**src/rtl/screen_sequencer_pkg.sv**
```systemverilog
// Shared types and constants for the full-screen draw controller.
// Holds the screen-mode state encoding and default frame geometry.
package snake_screen_pkg;

    typedef enum logic [3:0] {
        IDLE,
        TITLE,
        TITLE_WAIT,
        FLASH,
        FLASH_WAIT,
        CLEAR,
        PLAY,
        GO,
        GO_HOLD
    } state_e;

    localparam int unsigned H_RES_DEF = 160;
    localparam int unsigned V_RES_DEF = 120;

    localparam logic [2:0] RED   = 3'b100;
    localparam logic [2:0] BLACK = 3'b000;

    function automatic logic is_sweep(input state_e s);
        return (s == TITLE) || (s == FLASH) || (s == CLEAR) || (s == GO);
    endfunction

    function automatic logic is_wait(input state_e s);
        return (s == TITLE_WAIT) || (s == FLASH_WAIT) || (s == GO_HOLD);
    endfunction

endpackage

```
**src/rtl/screen_sequencer_if.sv**
```systemverilog
// Bundle of user/game inputs and VGA/ROM-side outputs of the screen sequencer.
// The slave modport is the sequencer side; master is the driver of its inputs.
interface screen_sequencer_if;
    logic        start_btn;
    logic        game_over;
    logic        frame_tick;
    logic [14:0] pix_addr;
    logic [7:0]  x;
    logic [6:0]  y;
    logic        plot;
    logic        show_title;
    logic        show_black;
    logic        show_gameover;
    logic        flash;
    logic        game_en;
    logic        sweep_done;

    modport master (
        output start_btn, game_over, frame_tick,
        input  pix_addr, x, y, plot, show_title, show_black,
               show_gameover, flash, game_en, sweep_done
    );

    modport slave (
        input  start_btn, game_over, frame_tick,
        output pix_addr, x, y, plot, show_title, show_black,
               show_gameover, flash, game_en, sweep_done
    );
endinterface

```
**src/rtl/screen_sequencer_frame_sweep_counter.sv**
```systemverilog
// Walks the framebuffer address once per start pulse and emits x/y/plot
// delayed by the image-ROM latency so they line up with the ROM data.
module frame_sweep_counter #(
    parameter int unsigned H_RES   = 160,
    parameter int unsigned V_RES   = 120,
    parameter int unsigned RAM_LAT = 1
) (
    input  logic        clk,
    input  logic        rst,
    input  logic        start,
    output logic [14:0] pix_addr_o,
    output logic [7:0]  x_o,
    output logic [6:0]  y_o,
    output logic        plot_o,
    output logic        done_o
);

    localparam int unsigned PIX = H_RES * V_RES;

    logic        run_q, run_d;
    logic [14:0] addr_q, addr_d;
    logic [7:0]  col_q, col_d;
    logic [6:0]  row_q, row_d;
    logic        issue;
    logic        last_pix;

    logic        vld_q  [RAM_LAT];
    logic        last_q [RAM_LAT];
    logic [7:0]  x_q    [RAM_LAT];
    logic [6:0]  y_q    [RAM_LAT];

    // The start pulse itself issues pixel 0, so the address is live on entry.
    assign issue    = start | run_q;
    assign last_pix = (addr_q == 15'(PIX - 1));

    always_comb begin
        run_d  = run_q;
        addr_d = addr_q;
        col_d  = col_q;
        row_d  = row_q;
        if (issue) begin
            if (last_pix) begin
                run_d  = 1'b0;
                addr_d = '0;
                col_d  = '0;
                row_d  = '0;
            end else begin
                run_d  = 1'b1;
                addr_d = addr_q + 15'd1;
                if (col_q == 8'(H_RES - 1)) begin
                    col_d = '0;
                    row_d = row_q + 7'd1;
                end else begin
                    col_d = col_q + 8'd1;
                end
            end
        end
    end

    always_ff @(posedge clk or negedge rst) begin
        if (!rst) begin
            run_q  <= 1'b0;
            addr_q <= '0;
            col_q  <= '0;
            row_q  <= '0;
            for (int i = 0; i < int'(RAM_LAT); i++) begin
                vld_q[i]  <= 1'b0;
                last_q[i] <= 1'b0;
                x_q[i]    <= '0;
                y_q[i]    <= '0;
            end
        end else begin
            run_q     <= run_d;
            addr_q    <= addr_d;
            col_q     <= col_d;
            row_q     <= row_d;
            vld_q[0]  <= issue;
            last_q[0] <= issue & last_pix;
            x_q[0]    <= issue ? col_q : 8'd0;
            y_q[0]    <= issue ? row_q : 7'd0;
            for (int i = 1; i < int'(RAM_LAT); i++) begin
                vld_q[i]  <= vld_q[i-1];
                last_q[i] <= last_q[i-1];
                x_q[i]    <= x_q[i-1];
                y_q[i]    <= y_q[i-1];
            end
        end
    end

    assign pix_addr_o = addr_q;
    assign x_o        = x_q[RAM_LAT-1];
    assign y_o        = y_q[RAM_LAT-1];
    assign plot_o     = vld_q[RAM_LAT-1];
    assign done_o     = last_q[RAM_LAT-1];

endmodule

```
**src/rtl/screen_sequencer.sv**
```systemverilog
// Screen-mode controller: picks title/flash/black/game-over fills, runs the
// frame sweep for each, and hands the VGA port to the game renderer in PLAY.
//
// state      | meaning
// IDLE       | one cycle after reset before the first title draw
// TITLE      | sweep drawing the title image
// TITLE_WAIT | title shown, counting frames until the flash redraw
// FLASH      | sweep drawing the title with red pixels blanked
// FLASH_WAIT | flash shown, counting frames until the title redraw
// CLEAR      | black sweep before play
// PLAY       | renderer owns the VGA port
// GO         | red game-over sweep
// GO_HOLD    | game-over locked for HOLD_FRAMES, then waits for start
module screen_sequencer
    import snake_screen_pkg::*;
#(
    parameter int unsigned H_RES        = H_RES_DEF,
    parameter int unsigned V_RES        = V_RES_DEF,
    parameter int unsigned RAM_LAT      = 1,
    parameter int unsigned FLASH_FRAMES = 30,
    parameter int unsigned HOLD_FRAMES  = 120
) (
    input  logic               clk,
    input  logic               rst,
    screen_sequencer_if.slave  bus
);

    state_e     state_q, state_d;
    logic       pending_q, pending_d;
    logic [7:0] cnt_q, cnt_d;
    logic       start_prev_q;
    logic       sweep_start_q;
    logic       show_title_q, show_black_q, show_gameover_q, flash_q, game_en_q;
    logic       start_edge;
    logic       done;

    assign start_edge = bus.start_btn & ~start_prev_q;

    frame_sweep_counter #(
        .H_RES   (H_RES),
        .V_RES   (V_RES),
        .RAM_LAT (RAM_LAT)
    ) u_sweep (
        .clk        (clk),
        .rst        (rst),
        .start      (sweep_start_q),
        .pix_addr_o (bus.pix_addr),
        .x_o        (bus.x),
        .y_o        (bus.y),
        .plot_o     (bus.plot),
        .done_o     (done)
    );

    always_comb begin
        state_d   = state_q;
        pending_d = pending_q;
        cnt_d     = cnt_q;
        unique case (state_q)
            IDLE: state_d = TITLE;
            TITLE, FLASH: begin
                if (start_edge) pending_d = 1'b1;
                if (done) begin
                    if (pending_q || start_edge) state_d = CLEAR;
                    else state_d = (state_q == TITLE) ? TITLE_WAIT : FLASH_WAIT;
                end
            end
            TITLE_WAIT, FLASH_WAIT: begin
                // A start edge wins over a coincident frame_tick.
                if (start_edge || pending_q) begin
                    state_d = CLEAR;
                end else if (bus.frame_tick) begin
                    if (cnt_q == 8'(FLASH_FRAMES - 1))
                        state_d = (state_q == TITLE_WAIT) ? FLASH : TITLE;
                    else
                        cnt_d = cnt_q + 8'd1;
                end
            end
            CLEAR: if (done) state_d = PLAY;
            PLAY:  if (bus.game_over) state_d = GO;
            GO:    if (done) state_d = GO_HOLD;
            GO_HOLD: begin
                if (start_edge && (cnt_q >= 8'(HOLD_FRAMES)))
                    state_d = TITLE;
                else if (bus.frame_tick && (cnt_q < 8'(HOLD_FRAMES)))
                    cnt_d = cnt_q + 8'd1;
            end
            default: state_d = IDLE;
        endcase
        if (state_d == CLEAR) pending_d = 1'b0;
        if (is_wait(state_d) && (state_d != state_q)) cnt_d = '0;
    end

    always_ff @(posedge clk or negedge rst) begin
        if (!rst) begin
            state_q         <= IDLE;
            pending_q       <= 1'b0;
            cnt_q           <= '0;
            start_prev_q    <= 1'b0;
            sweep_start_q   <= 1'b0;
            show_title_q    <= 1'b0;
            show_black_q    <= 1'b0;
            show_gameover_q <= 1'b0;
            flash_q         <= 1'b0;
            game_en_q       <= 1'b0;
        end else begin
            state_q         <= state_d;
            pending_q       <= pending_d;
            cnt_q           <= cnt_d;
            start_prev_q    <= bus.start_btn;
            sweep_start_q   <= is_sweep(state_d) && (state_d != state_q);
            show_title_q    <= (state_d == TITLE);
            show_black_q    <= (state_d == CLEAR);
            show_gameover_q <= (state_d == GO);
            flash_q         <= (state_d == FLASH);
            game_en_q       <= (state_d == PLAY);
        end
    end

    assign bus.show_title    = show_title_q;
    assign bus.show_black    = show_black_q;
    assign bus.show_gameover = show_gameover_q;
    assign bus.flash         = flash_q;
    assign bus.game_en       = game_en_q;
    assign bus.sweep_done    = done;

endmodule

```
**src/flat_wrapper.sv**
```systemverilog
// flat-port wrapper written by rule: the top's interface ports become plain ports
module screen_sequencer_flat import snake_screen_pkg::*;
#(
    parameter int unsigned H_RES        = H_RES_DEF,
    parameter int unsigned V_RES        = V_RES_DEF,
    parameter int unsigned RAM_LAT      = 1,
    parameter int unsigned FLASH_FRAMES = 30,
    parameter int unsigned HOLD_FRAMES  = 120
)
  (clk, rst, bus_start_btn, bus_game_over, bus_frame_tick, bus_pix_addr, bus_x, bus_y, bus_plot, bus_show_title, bus_show_black, bus_show_gameover, bus_flash, bus_game_en, bus_sweep_done);
  screen_sequencer_if bus_i ();
  input  logic clk;
  input  logic rst;
  input wire logic [$bits(bus_i.start_btn)-1:0] bus_start_btn;
  input wire logic [$bits(bus_i.game_over)-1:0] bus_game_over;
  input wire logic [$bits(bus_i.frame_tick)-1:0] bus_frame_tick;
  output wire logic [$bits(bus_i.pix_addr)-1:0] bus_pix_addr;
  output wire logic [$bits(bus_i.x)-1:0] bus_x;
  output wire logic [$bits(bus_i.y)-1:0] bus_y;
  output wire logic [$bits(bus_i.plot)-1:0] bus_plot;
  output wire logic [$bits(bus_i.show_title)-1:0] bus_show_title;
  output wire logic [$bits(bus_i.show_black)-1:0] bus_show_black;
  output wire logic [$bits(bus_i.show_gameover)-1:0] bus_show_gameover;
  output wire logic [$bits(bus_i.flash)-1:0] bus_flash;
  output wire logic [$bits(bus_i.game_en)-1:0] bus_game_en;
  output wire logic [$bits(bus_i.sweep_done)-1:0] bus_sweep_done;
  assign bus_i.start_btn = bus_start_btn;
  assign bus_i.game_over = bus_game_over;
  assign bus_i.frame_tick = bus_frame_tick;
  assign bus_pix_addr = bus_i.pix_addr;
  assign bus_x = bus_i.x;
  assign bus_y = bus_i.y;
  assign bus_plot = bus_i.plot;
  assign bus_show_title = bus_i.show_title;
  assign bus_show_black = bus_i.show_black;
  assign bus_show_gameover = bus_i.show_gameover;
  assign bus_flash = bus_i.flash;
  assign bus_game_en = bus_i.game_en;
  assign bus_sweep_done = bus_i.sweep_done;
  screen_sequencer #(.H_RES(H_RES), .V_RES(V_RES), .RAM_LAT(RAM_LAT), .FLASH_FRAMES(FLASH_FRAMES), .HOLD_FRAMES(HOLD_FRAMES)) u_core (.clk(clk), .rst(rst), .bus(bus_i));
endmodule
```
**config.mk**
```make
export PLATFORM = sky130hd
export DESIGN_NAME = screen_sequencer_flat
export DESIGN_NICKNAME = d
export VERILOG_FILES = /design/src/rtl/screen_sequencer_pkg.sv /design/src/rtl/screen_sequencer_if.sv /design/src/rtl/screen_sequencer_frame_sweep_counter.sv /design/src/rtl/screen_sequencer.sv /design/src/flat_wrapper.sv
export SDC_FILE = /design/constraint.sdc
export NUM_CORES = 1
export LEC_CHECK = 0
export ABC_AREA = 1
export CAP_MARGIN = 30
export CORE_MARGIN = 2
export CORE_UTILIZATION = 50
export DETAILED_ROUTE_END_ITERATION = 7
export PLACE_DENSITY = 0.77
export SYNTH_ARGS = -nofsm -noshare
export SYNTH_HDL_FRONTEND = slang
export SYNTH_SLANG_ARGS = --single-unit
```
**constraint.sdc**
```tcl
create_clock -name clk -period 2 [get_ports clk]
set_clock_uncertainty 0.15 [all_clocks]
set_input_delay 0.4 -clock clk [delete_from_list [all_inputs] [get_ports clk]]
set_output_delay 0.4 -clock clk [all_outputs]
set_load 0.01 [all_outputs]
```
Word-level counts from Yosys, hierarchy flattened
Index checks and enable logic that the tools add are counted.
{"block": "totals", "register_bits": 68, "in_bits": 5, "out_inout_bits": 37, "elab_cells": 103}
{"block": "classes", "addsub": 4, "n_lt_le_gt_ge": 2, "eq_ne": 25, "muxes": 30, "bitwise": 4, "reduce_logical": 20}
{"cell": "2-to-1 mux 8 bit", "count": 9}
{"cell": "2-to-1 mux 4 bit", "count": 9}
{"cell": "equality test 4 x 3 -> 1 bit (second input constant)", "count": 8}
{"cell": "one-hot mux 4 bit (7 select lines)", "count": 1}
{"cell": "2-to-1 mux 7 bit", "count": 3}
{"cell": "adder 8 x 1 -> 8 bit (second input constant)", "count": 2}
{"cell": "equality test 4 x 2 -> 1 bit (second input constant)", "count": 4}
{"cell": "one-hot mux 8 bit (2 select lines)", "count": 1}
{"cell": "adder 15 x 1 -> 15 bit (second input constant)", "count": 1}
{"cell": "equality test 15 bit (second input constant)", "count": 1}
{"cell": "2-to-1 mux 15 bit", "count": 1}
{"cell": "!= test 3 bit (second input constant)", "count": 3}
{"cell": "equality test 4 x 1 -> 1 bit (second input constant)", "count": 2}
{"cell": "equality test 4 bit (second input constant)", "count": 2}
{"cell": "equality test 8 x 5 -> 1 bit (second input constant)", "count": 1}
{"cell": "equality test 8 bit (second input constant)", "count": 1}
{"cell": ">= comparator 8 x 7 -> 1 bit (second input constant)", "count": 1}
{"cell": "< comparator 8 x 7 -> 1 bit (second input constant)", "count": 1}
{"cell": "adder 7 x 1 -> 7 bit (second input constant)", "count": 1}
{"cell": "logical OR 1 bit", "count": 6}
{"cell": "AND reduction 6 bit", "count": 1}
{"cell": "nonzero test 2 bit", "count": 3}
{"cell": "logical AND 1 bit", "count": 4}
{"cell": "logical NOT 4 bit", "count": 1}
{"cell": "other kinds (12)", "count": 18}

Logic depth before layout (Yosys ltp)
Gate-level depths: netlist of the first run.
{"block": "logic_depth", "ltp_word": 12, "ltp_mapped": 15, "mapped_depth_nobuf": 15}

Modules after synthesis
From an unflattened synthesis of the first run, not the netlist that was laid out.
{"block": "hier_totals", "cells_unflattened": 458, "hier_area_um2": 3616.0}
{"module": "frame_sweep_counter", "instances": 1, "cells_each": 274, "area_each_um2": 2278.4, "seq_area_each_um2": 1201.2}
{"module": "screen_sequencer", "instances": 1, "cells_each": 184, "area_each_um2": 1337.5, "seq_area_each_um2": 500.5}

Least setup slack after synthesis of the first run
No wires, ideal clock.
{"block": "synth_timing", "path_type": "register -> register", "startpoint": "register u_core.cnt_q[0]", "endpoint": "register u_core.cnt_q[3]", "setup_ns": 0.121, "t_arrival_ns": 1.642, "required_ns": 1.729, "slack_ns": 0.087, "path_stages_with_launch": 14, "n_path_buf": 0, "period_less_slack_ns": 1.913, "cell_sequence": "dfrtp_1 -> ha_1 -> inv_1 -> nor2_1 -> nand3_1 -> nand2_1 -> nand2_1 -> inv_1 -> nor2_4 -> nand2_1 -> nor2_1 -> nor2_2 -> nor2_8 -> nor2_2"}
{"block": "synth_between", "elab_chain_cells": 11, "elab_cells_between_ends": 32, "classes_between": "add/sub: 1; order compare: 2; eq/ne: 10; mux: 12; reduce/logical: 7"}
{"element": "start: declaration", "line_no": "screen_sequencer.sv:30", "rtl": "logic [7:0] cnt_q, cnt_d;"}
{"element": "start signal: assignment", "line_no": "screen_sequencer.sv:108", "rtl": "cnt_q <= cnt_d;"}
{"element": "parallel branches: the longest is 11 deep, another holds >= comparator 8 x 7 -> 1 bit"}
Several ways; the timed one is not identified. The select of a mux whose other input is x is not followed.
A chain may end at the register's enable or synchronous reset.

Worst setup path in the final report of the first run
{"block": "layout_timing", "startpoint": "register u_core.state_q[0]", "endpoint": "register u_core.cnt_q[1]"}
{"block": "layout_between", "elab_chain_cells": 12, "elab_cells_between_ends": 39, "classes_between": "eq/ne: 17; mux: 14; reduce/logical: 8"}
{"element": "start: declaration", "line_no": "screen_sequencer.sv:28", "rtl": "state_e state_q, state_d;"}
{"element": "start signal: assignment", "line_no": "screen_sequencer.sv:106", "rtl": "state_q <= state_d;"}
{"element": "equality test 4 x 2 -> 1 bit", "line_no": "screen_sequencer.sv:58, screen_sequencer.sv:73"}
{"element": "2-to-1 mux 2 bit", "line_no": "screen_sequencer.sv:73", "rtl": "state_d = (state_q == TITLE_WAIT) ? FLASH : TITLE;"}
{"element": "2-to-1 mux 4 bit", "line_no": "screen_sequencer.sv:72", "rtl": "if (cnt_q == 8'(FLASH_FRAMES - 1))"}
{"element": "2-to-1 mux 4 bit", "line_no": "screen_sequencer.sv:71", "rtl": "end else if (bus.frame_tick) begin"}
{"element": "2-to-1 mux 4 bit", "line_no": "screen_sequencer.sv:69", "rtl": "if (start_edge || pending_q) begin"}
{"element": "one-hot mux 4 bit (7 select lines)", "line_no": "screen_sequencer.sv:58", "rtl": "unique case (state_q)"}
{"element": "equality test 4 x 2 -> 1 bit or equality test 4 x 3 -> 1 bit (tied branches)", "line_no": "screen_sequencer_pkg.sv:28", "rtl": "return (s == TITLE_WAIT) || (s == FLASH_WAIT) || (s == GO_HOLD);"}
{"element": "logical OR 1 bit (2 in series)", "line_no": "screen_sequencer_pkg.sv:28"}
{"element": "logical AND 1 bit", "line_no": "screen_sequencer.sv:90", "rtl": "if (is_wait(state_d) && (state_d != state_q)) cnt_d = '0;"}
{"element": "!= test 3 bit (no source line), or another cell as far along"}
{"element": "AND reduction 6 bit (no source line)"}
Parallel ways exist; a longest one is shown, timed or not.

==> flow_summary.toml, run 1 <==
[global_routing]
maximum_number_of_pins_on_one_net_before_global_route_repair = 51
grt_usage_pct = 21.67
grt_pass1_vias = 2961
grt.overflow.total = 0
grt_first_pass_wirelength_um = 12840
initial_antenna_violation_count = 0

[floorplanning]
dieWidth_um = 87.17
floorplan.die.height_um = 87.17
core.rowCount = 30
core_area_um2 = 6756
number_of_i_o_pins = 42
effective_utilization_at_floorplan_pct = 51.19
die-area_um2 = 7598

[sta]
tns_ns = -0.3716
final_hold_viol_count = 0
slew_viol_final = 0
grt_setup_unrepaired = "true"
fin_worst_hold_slack_ns = 0.1156
final_setup_violation_count = 8
timing.final.crit_share_pct = 102.6
setup_slack_ns = -0.05287
fin_crit_ns = 2.053
maxSlewHeadroom_pct = 69.41
clock.fmax_mhz = 487.1
max_slew.worst_pin.slew_ns = 0.4588

[finish]
nNetsFinal = 509
multi_input_area_um2 = 1627
design_area_um2 = 4666
antenna_cells = 0
syn_to_final_growth_pct = 34.91
ff_latch_area_um2 = 1708
drive_gt1_share_pct = 27.04
n_fill_cell = 538

[synthesis]
mappedNetlistNets = 421
synth_seq_cells = 68
synth_top_cell_area_share_pct = 49.20
syn_avg_cell_area_um2 = 8.435
synth_largest_area_cell = "sky130_fd_sc_hd__dfrtp_1"
edff_count_synth = 0
synthArstFlopShare_pct = 100.0
synth.yosys.seq_area_share_pct = 49.20
post_synth_most_frequent_cells = "74 x sky130_fd_sc_hd__nand2_1, 68 x sky130_fd_sc_hd__dfrtp_1, 64 x sky130_fd_sc_hd__inv_1, 52 x sky130_fd_sc_hd__nor2_1, 25 x sky130_fd_sc_hd__nand3_1"
post_synthesis_cell_area_um2 = 3458
ys.flop_type = "sky130_fd_sc_hd__dfrtp_1"
yosysMostFrequentCell = "sky130_fd_sc_hd__nand2_1"
post_synth_inst_count = 410
yosys-top-cells-area = "sky130_fd_sc_hd__dfrtp_1 49%, sky130_fd_sc_hd__nand2_1 8.0%, sky130_fd_sc_hd__inv_1 6.9%"
synth.yosys.warnings = 0
yosysUniqueCellTypes = 36

[power_and_ir_drop]
overall_power_of_the_completed_layout_w = 0.002676
total_switching_power_w = 0.0005526
lkg_pwr_nw = 2.347
p_per_area_nw_per_um2 = 573.6
seq_power_share_pct = 51.4
comb_power_share_pct = 1.8
switching_share_pct = 20.65
power.clock.fraction_pct = 46.8
worst_ir_drop_vdd_uv = 544.0
power_report.internal_total_w = 0.002123

[placed_design]
post_dp_hpwl_um = 5423
place.port_buffers = 41
place_congestion = 0.8586
placedInstanceArea_um2 = 4185

[route]
post-route-drc-count = 0
detail_route.vias_per_cell = 5.039
avgRoutedWirePerCell_um = 13.14
final_routed_wirelength_across_all_metal_layers_um = 7662
route.vias.total = 2938
initialDrtViolationCount = 112
drt_pass1_iterations = 4
route.antenna.remaining_nets = 0

[clock_tree]
number_of_cts_inserted_buffers = 9
cts_tree = "yes"
cts.root.buffer_cell = "sky130_fd_sc_hd__clkbuf_8"
clock_sink_count = 68
worstSkewPairLatency_ns = 0.34
cts_max_path_buffers = 2
cts.htree.levels = 3
cts.reportedPaths.clkPinSlew_ns = 0.08

[worst_setup_path]
slowest_delay_ns = 0.52
slowest_stage = "sky130_fd_sc_hd__dfrtp_2"
cp-start-kind = "register"
crit_path_most_repeated_cell = "sky130_fd_sc_hd__nor2_4"
critical_path_arrival_ns = 2.12
worstPathCellList = "buf_6 -> buf_4 -> nor2_2 -> nand2_1 -> nand2_1 -> inv_1 -> nor2_4 -> nand2_4 -> nor2_4 -> nor2_4 -> nor2_8 -> nor2_2"
setup.worst_path.end_class = "register"
cpLargestDelayFamily = "simple AND/OR/NAND/NOR gates"
critPathKind = "register to register"
setup.reg_to_reg.worst_slack_ns = -0.05
path_buf_inv = 3
critPathRequiredTime_ns = 2.07
cp_max_fo = 8

[run]
max-cap-violations = 0

[outcome]
violations = "setup timing"
outcome = "complete, but fails checks"

[min_path]
worst_hold_path_type = "primary input to register"
==> repair_timing <==
action	in CTS	in global routing
endpoints found under the setup margin	15	23
endpoints found under the hold margin	18	0
setup buffers	3	5
gates resized for setup	12	41
cloned	0	0
pin swaps	7	12
hold buffers	1	0
==> state kept, by name, summed over array words and instances (netlist names) <==
signal and count:
u_core.sweep_start_q 1, u_core.bus.show_gameover 1, u_core.u_sweep.done_o 1, u_core.u_sweep.x_o 8, u_core.bus.flash 1, u_core.pending_q 1
u_core.start_prev_q 1, u_core.bus.show_black 1, u_core.u_sweep.run_q 1, u_core.u_sweep.y_o 7, u_core.bus.game_en 1, u_core.u_sweep.row_q 7
u_core.u_sweep.col_q 8, u_core.u_sweep.plot_o 1, u_core.state_q 4, u_core.cnt_q 8, u_core.bus.show_title 1, u_core.u_sweep.pix_addr_o 15
==> metal layers <==
| layer | track usage (%) | share of wire (%) | up-vias |
|---|---|---|---|
| met5 | 0 | 0 | - |
| met4 | 7.692 | 1.7 | 0 |
| met3 | 5.213 | 3.1 | 14 |
| met2 | 36.16 | 53 | 60 |
| met1 | 27.63 | 43 | 1401 |
| li1 | - | - | 1463 |
==> path summary, 6_finish.rpt <==
| path | startpoint | endpoint | cells after the start |
|---|---|---|---|
| setup / recovery | u_core.state_q[0] | u_core.cnt_q[1] | 12 |
| hold / removal | bus_start_btn | u_core.start_prev_q | 1 |
| setup reg to reg | u_core.state_q[0] | u_core.cnt_q[1] | 12 |
| hold reg to reg | u_core.u_sweep.pix_addr_o[2] | u_core.u_sweep.pix_addr_o[2] | 1 |
| max in group asynchronous | rst | u_core.u_sweep.done_o | 3 |
| min in group asynchronous | rst | u_core.u_sweep.pix_addr_o[13] | 2 |
==> placed cells by master (no fill, tap or decap), drive strengths merged <==
cell type,synthesis,final
nor4,2,2
nor3b,1,1
inv,66,66
o21ai,19,19
xnor2,2,2
nor2,76,76
dfrtp,68,68
bufinv,0,2
o31ai,1,1
o22ai,2,2
nand2,83,83
a22o,1,1
clkinv,2,3
dlymetal6s2s,0,1
nand4,8,8
nor3,8,8
clkdlybuf4s50,0,39
clkinvlp,0,3
nand3,29,29
a21oi,18,18
ha,6,6
xor2,10,10
buf,3,40
dlygate4sd3,0,1
clkbuf,1,10
nand3b,1,1
a31oi,3,3
==> area by class of cell <==
cell class	instances	area share [%]
sequential	68	36.61
multi-input combinational	270	34.86
timing repair buffer	81	15.93
inverter	68	5.632
clock buffer	10	2.950
tap	80	2.145
clock inverter	6	1.877
==> power groups by stage <==
stage                     clock network (W)  registers, W   logic [W]
after floorplan                           0       0.00140  0.00000533
after global placement                    0       0.00140   0.0000486
after detailed placement                  0       0.00140   0.0000494
after CTS                           0.00127       0.00138   0.0000508
after global routing                0.00134       0.00137   0.0000573
final                               0.00125       0.00138   0.0000489
==> logic make-up (layout without fill, tap and decap cells) <==
logic type / count (synthesis) / in the layout / synth area share, %
AOI/OAI and AO/OA: 44 / 44 / 7.598
xor gates and xnor gates: 12 / 12 / 3.039
DFF: 68 / 68 / 49.20
and+or+nand+nor: 208 / 208 / 29.88
adders and majority gates: 6 / 6 / 2.171
buffers and inverters: 72 / 165 / 8.104
==> per-stage QoR <==
stage	cells	utilization [%]	setup slack [ns]
5_1_grt	583	69.06	-0.1725
6_report	583	69.06	-0.05287
4_1_cts	578	66.26	-0.003975
2_1_floorplan	410	-	0.08739
3_3_place_gp	558	61.94	-0.3549
3_5_place_dp	558	61.94	-0.3880
No activity file was read; power rests on OpenSTA's default activity.
==> run 2: changes to the inputs <==
--- a/config.mk
+++ b/config.mk
@@ -7,7 +7,7 @@
 export LEC_CHECK = 0
 export ABC_AREA = 1
 export CAP_MARGIN = 30
-export CORE_MARGIN = 2
+export CORE_MARGIN = 5
 export CORE_UTILIZATION = 50
 export DETAILED_ROUTE_END_ITERATION = 7
 export PLACE_DENSITY = 0.77
==> run 2 against run 1 <==
Net effect:
- via count up 5.3%
- hold slack improved by 0.12 ns
- first-iteration DRC count is 5.4% higher
- the run still ends with setup timing left
- sequential power barely moved
- utilization is 1.3 points higher
- clock power down 23%
- sequential share of layout area shrank 0.66 points
- critical path type unchanged
==> flow_summary.toml, run 2 (synthesis gave the netlist of run 1 again) <==
[clock_tree]
number_of_cts_inserted_buffers = 9
cts.root.buffer_cell = "sky130_fd_sc_hd__clkbuf_8"
cts_max_path_buffers = 2
cts.htree.levels = 3
clock_sink_count = 68
cts.reportedPaths.clkPinSlew_ns = 0.07
worstSkewPairLatency_ns = 0.34
cts_tree = "yes"

[sta]
timing.final.crit_share_pct = 101.6
setup_slack_ns = -0.03202
fin_worst_hold_slack_ns = 0.2368
slew_viol_final = 0
grt_setup_unrepaired = "true"
final_hold_viol_count = 0
maxSlewHeadroom_pct = 69.59
final_setup_violation_count = 8
tns_ns = -0.1508
clock.fmax_mhz = 492.1
max_slew.worst_pin.slew_ns = 0.4561
fin_crit_ns = 2.032

[power_and_ir_drop]
lkg_pwr_nw = 2.395
worst_ir_drop_vdd_uv = 493.9
p_per_area_nw_per_um2 = 502.5

[finish]
layout.cells.most_common_list = "64 x sky130_fd_sc_hd__nand2_1, 63 x sky130_fd_sc_hd__dfrtp_1, 57 x sky130_fd_sc_hd__inv_1"
multi_input_area_um2 = 1677
n_fill_cell = 514
drive_gt1_share_pct = 30.89
largest_register_ffs = 15
antenna_cells = 0
layout_commonest_cell = "sky130_fd_sc_hd__nand2_1"
nNetsFinal = 524
ff_latch_area_um2 = 1708
syn_to_final_growth_pct = 37.37

[route]
initialDrtViolationCount = 118
final_routed_wirelength_across_all_metal_layers_um = 8338
avgRoutedWirePerCell_um = 13.94
detail_route.vias_per_cell = 5.174
post-route-drc-count = 0
route.antenna.remaining_nets = 0
route.vias.total = 3094
drt_pass1_iterations = 4

[global_routing]
grt_first_pass_wirelength_um = 13440
grt_pass1_vias = 3107
grt_usage_pct = 19.45
initial_antenna_violation_count = 0
grt.overflow.total = 0
maximum_number_of_pins_on_one_net_before_global_route_repair = 51

[worst_setup_path]
critPathKind = "register to register"
slowest_delay_ns = 0.48
slowest_stage = "sky130_fd_sc_hd__dfrtp_2"
setup.worst_path.start = "u_core.state_q[0]"
worst_r2r_src = "u_core.state_q[0]"
critPathRequiredTime_ns = 2.07
cp-start-kind = "register"
cp_max_fo = 7
setup.worst_path.end_class = "register"
setup.reg_to_reg.worst_slack_ns = -0.03
worstSetupEndpoint = "u_core.cnt_q[3]"
critical_path_arrival_ns = 2.10
worstRegToRegCells = 10
crit-reg2reg-capture = "u_core.cnt_q[3]"
worstPathCellList = "buf_6 -> nor2_4 -> nand2_2 -> o21ai_4 -> o21ai_0 -> buf_4 -> nand2_2 -> nor2_4 -> xnor2_1 -> nor2_2"

[floorplanning]
core_area_um2 = 6756
dieWidth_um = 93.17
number_of_i_o_pins = 42
effective_utilization_at_floorplan_pct = 51.19
die-area_um2 = 8680
floorplan.die.height_um = 93.17
core.rowCount = 30

[placed_design]
place_congestion = 0.9209
post_dp_hpwl_um = 5708
place.port_buffers = 41

[outcome]
violations = "setup timing"
outcome = "complete, but fails checks"

[min_path]
worst_hold_path_type = "primary input to register"

[run]
max-cap-violations = 0
run 2: cell types whose count changed in the layout (fill, tap and decap cells not counted), sizes merged:
cell,before,now
bufinv,2,0
clkbuf,10,14
dlygate4sd2,0,1
clkinv,3,4
buf,40,56
dlymetal6s2s,1,0
clkinvlp,3,0
clkdlybuf4s50,39,38
run 2: critical path: cells and delay by family (launching register included):
kind | cells | cell delay [ns]
and+or+nand+nor | 5 | 0.49
DFF | 1 | 0.48
AOI/OAI and AO/OA | 2 | 0.26
xor gates and xnor gates | 1 | 0.22
buffers and inverters | 2 | 0.31
run 2: stage by stage:
stage | utilization (%) | power [W] | std cells | cell area (µm²) | setup slack, ns
after global placement | 62.28 | 0.001451 | 561 | 4208 | -0.3480
after floorplan | - | 0.001408 | 410 | 3458 | 0.08739
after CTS | 66.63 | 0.002403 | 587 | 4502 | 0.0006672
final | 70.31 | 0.002387 | 598 | 4751 | -0.03202
after detailed placement | 62.28 | 0.001452 | 561 | 4208 | -0.4557
after global routing | 70.31 | 0.002462 | 598 | 4751 | -0.1421
run 2: report_power, final:
group	internal, W	leakage [nW]	switching, W
Clock	0.000482	0.0844	0.000478
Combinational	0.0000160	1.45	0.0000347
Sequential	0.00138	0.857	0.000000453
run 2: worst min path at each step:
stage                  start                            to  slack (ns)  cells after the start
2_1_floorplan            rst              u_core.bus.flash       -0.05                      0
3_3_place_gp             rst  u_core.u_sweep.pix_addr_o[6]        0.22                      1
3_5_place_dp             rst  u_core.u_sweep.pix_addr_o[6]        0.22                      1
4_1_cts        bus_start_btn           u_core.start_prev_q        0.22                      1
5_1_grt        bus_start_btn           u_core.start_prev_q        0.22                      1
6_report       bus_start_btn           u_core.start_prev_q        0.24                      1
run 2: layout make-up:
type | count | share of cell area [%]
tap | 80 | 2.107
clock buffer | 14 | 3.213
sequential | 68 | 35.95
timing repair buffer | 96 | 17.70
inverter | 68 | 5.531
clock inverter | 2 | 0.2107
multi-input combinational | 270 | 35.29
run 2: routing by layer:
layer	wire (µm)	global-route usage [%]	share of wire [%]	up-vias
met5	0	0	0	-
met3	321	3.620	3.8	16
met1	3462	22.82	42	1510
met2	4417	34.67	53	75
li1	-	-	-	1493
met4	137	8.303	1.6	0
run 2: what timing repair did:
item,CTS,global route
pin swaps,8,20
endpoints found under the hold margin,18,0
gates resized for setup,18,50
endpoints found under the setup margin,12,26
buffers inserted,9,11
hold buffers,1,0
==> run 3: changes to the inputs <==
--- a/config.mk
+++ b/config.mk
@@ -9,6 +9,7 @@
 export CAP_MARGIN = 30
 export CORE_MARGIN = 5
 export CORE_UTILIZATION = 50
+export CTS_CLUSTER_DIAMETER = 150
 export DETAILED_ROUTE_END_ITERATION = 7
 export PLACE_DENSITY = 0.77
 export SYNTH_ARGS = -nofsm -noshare
==> results of run 3 <==
No change in the layout: final DEF, timing and power equal those of run 2.
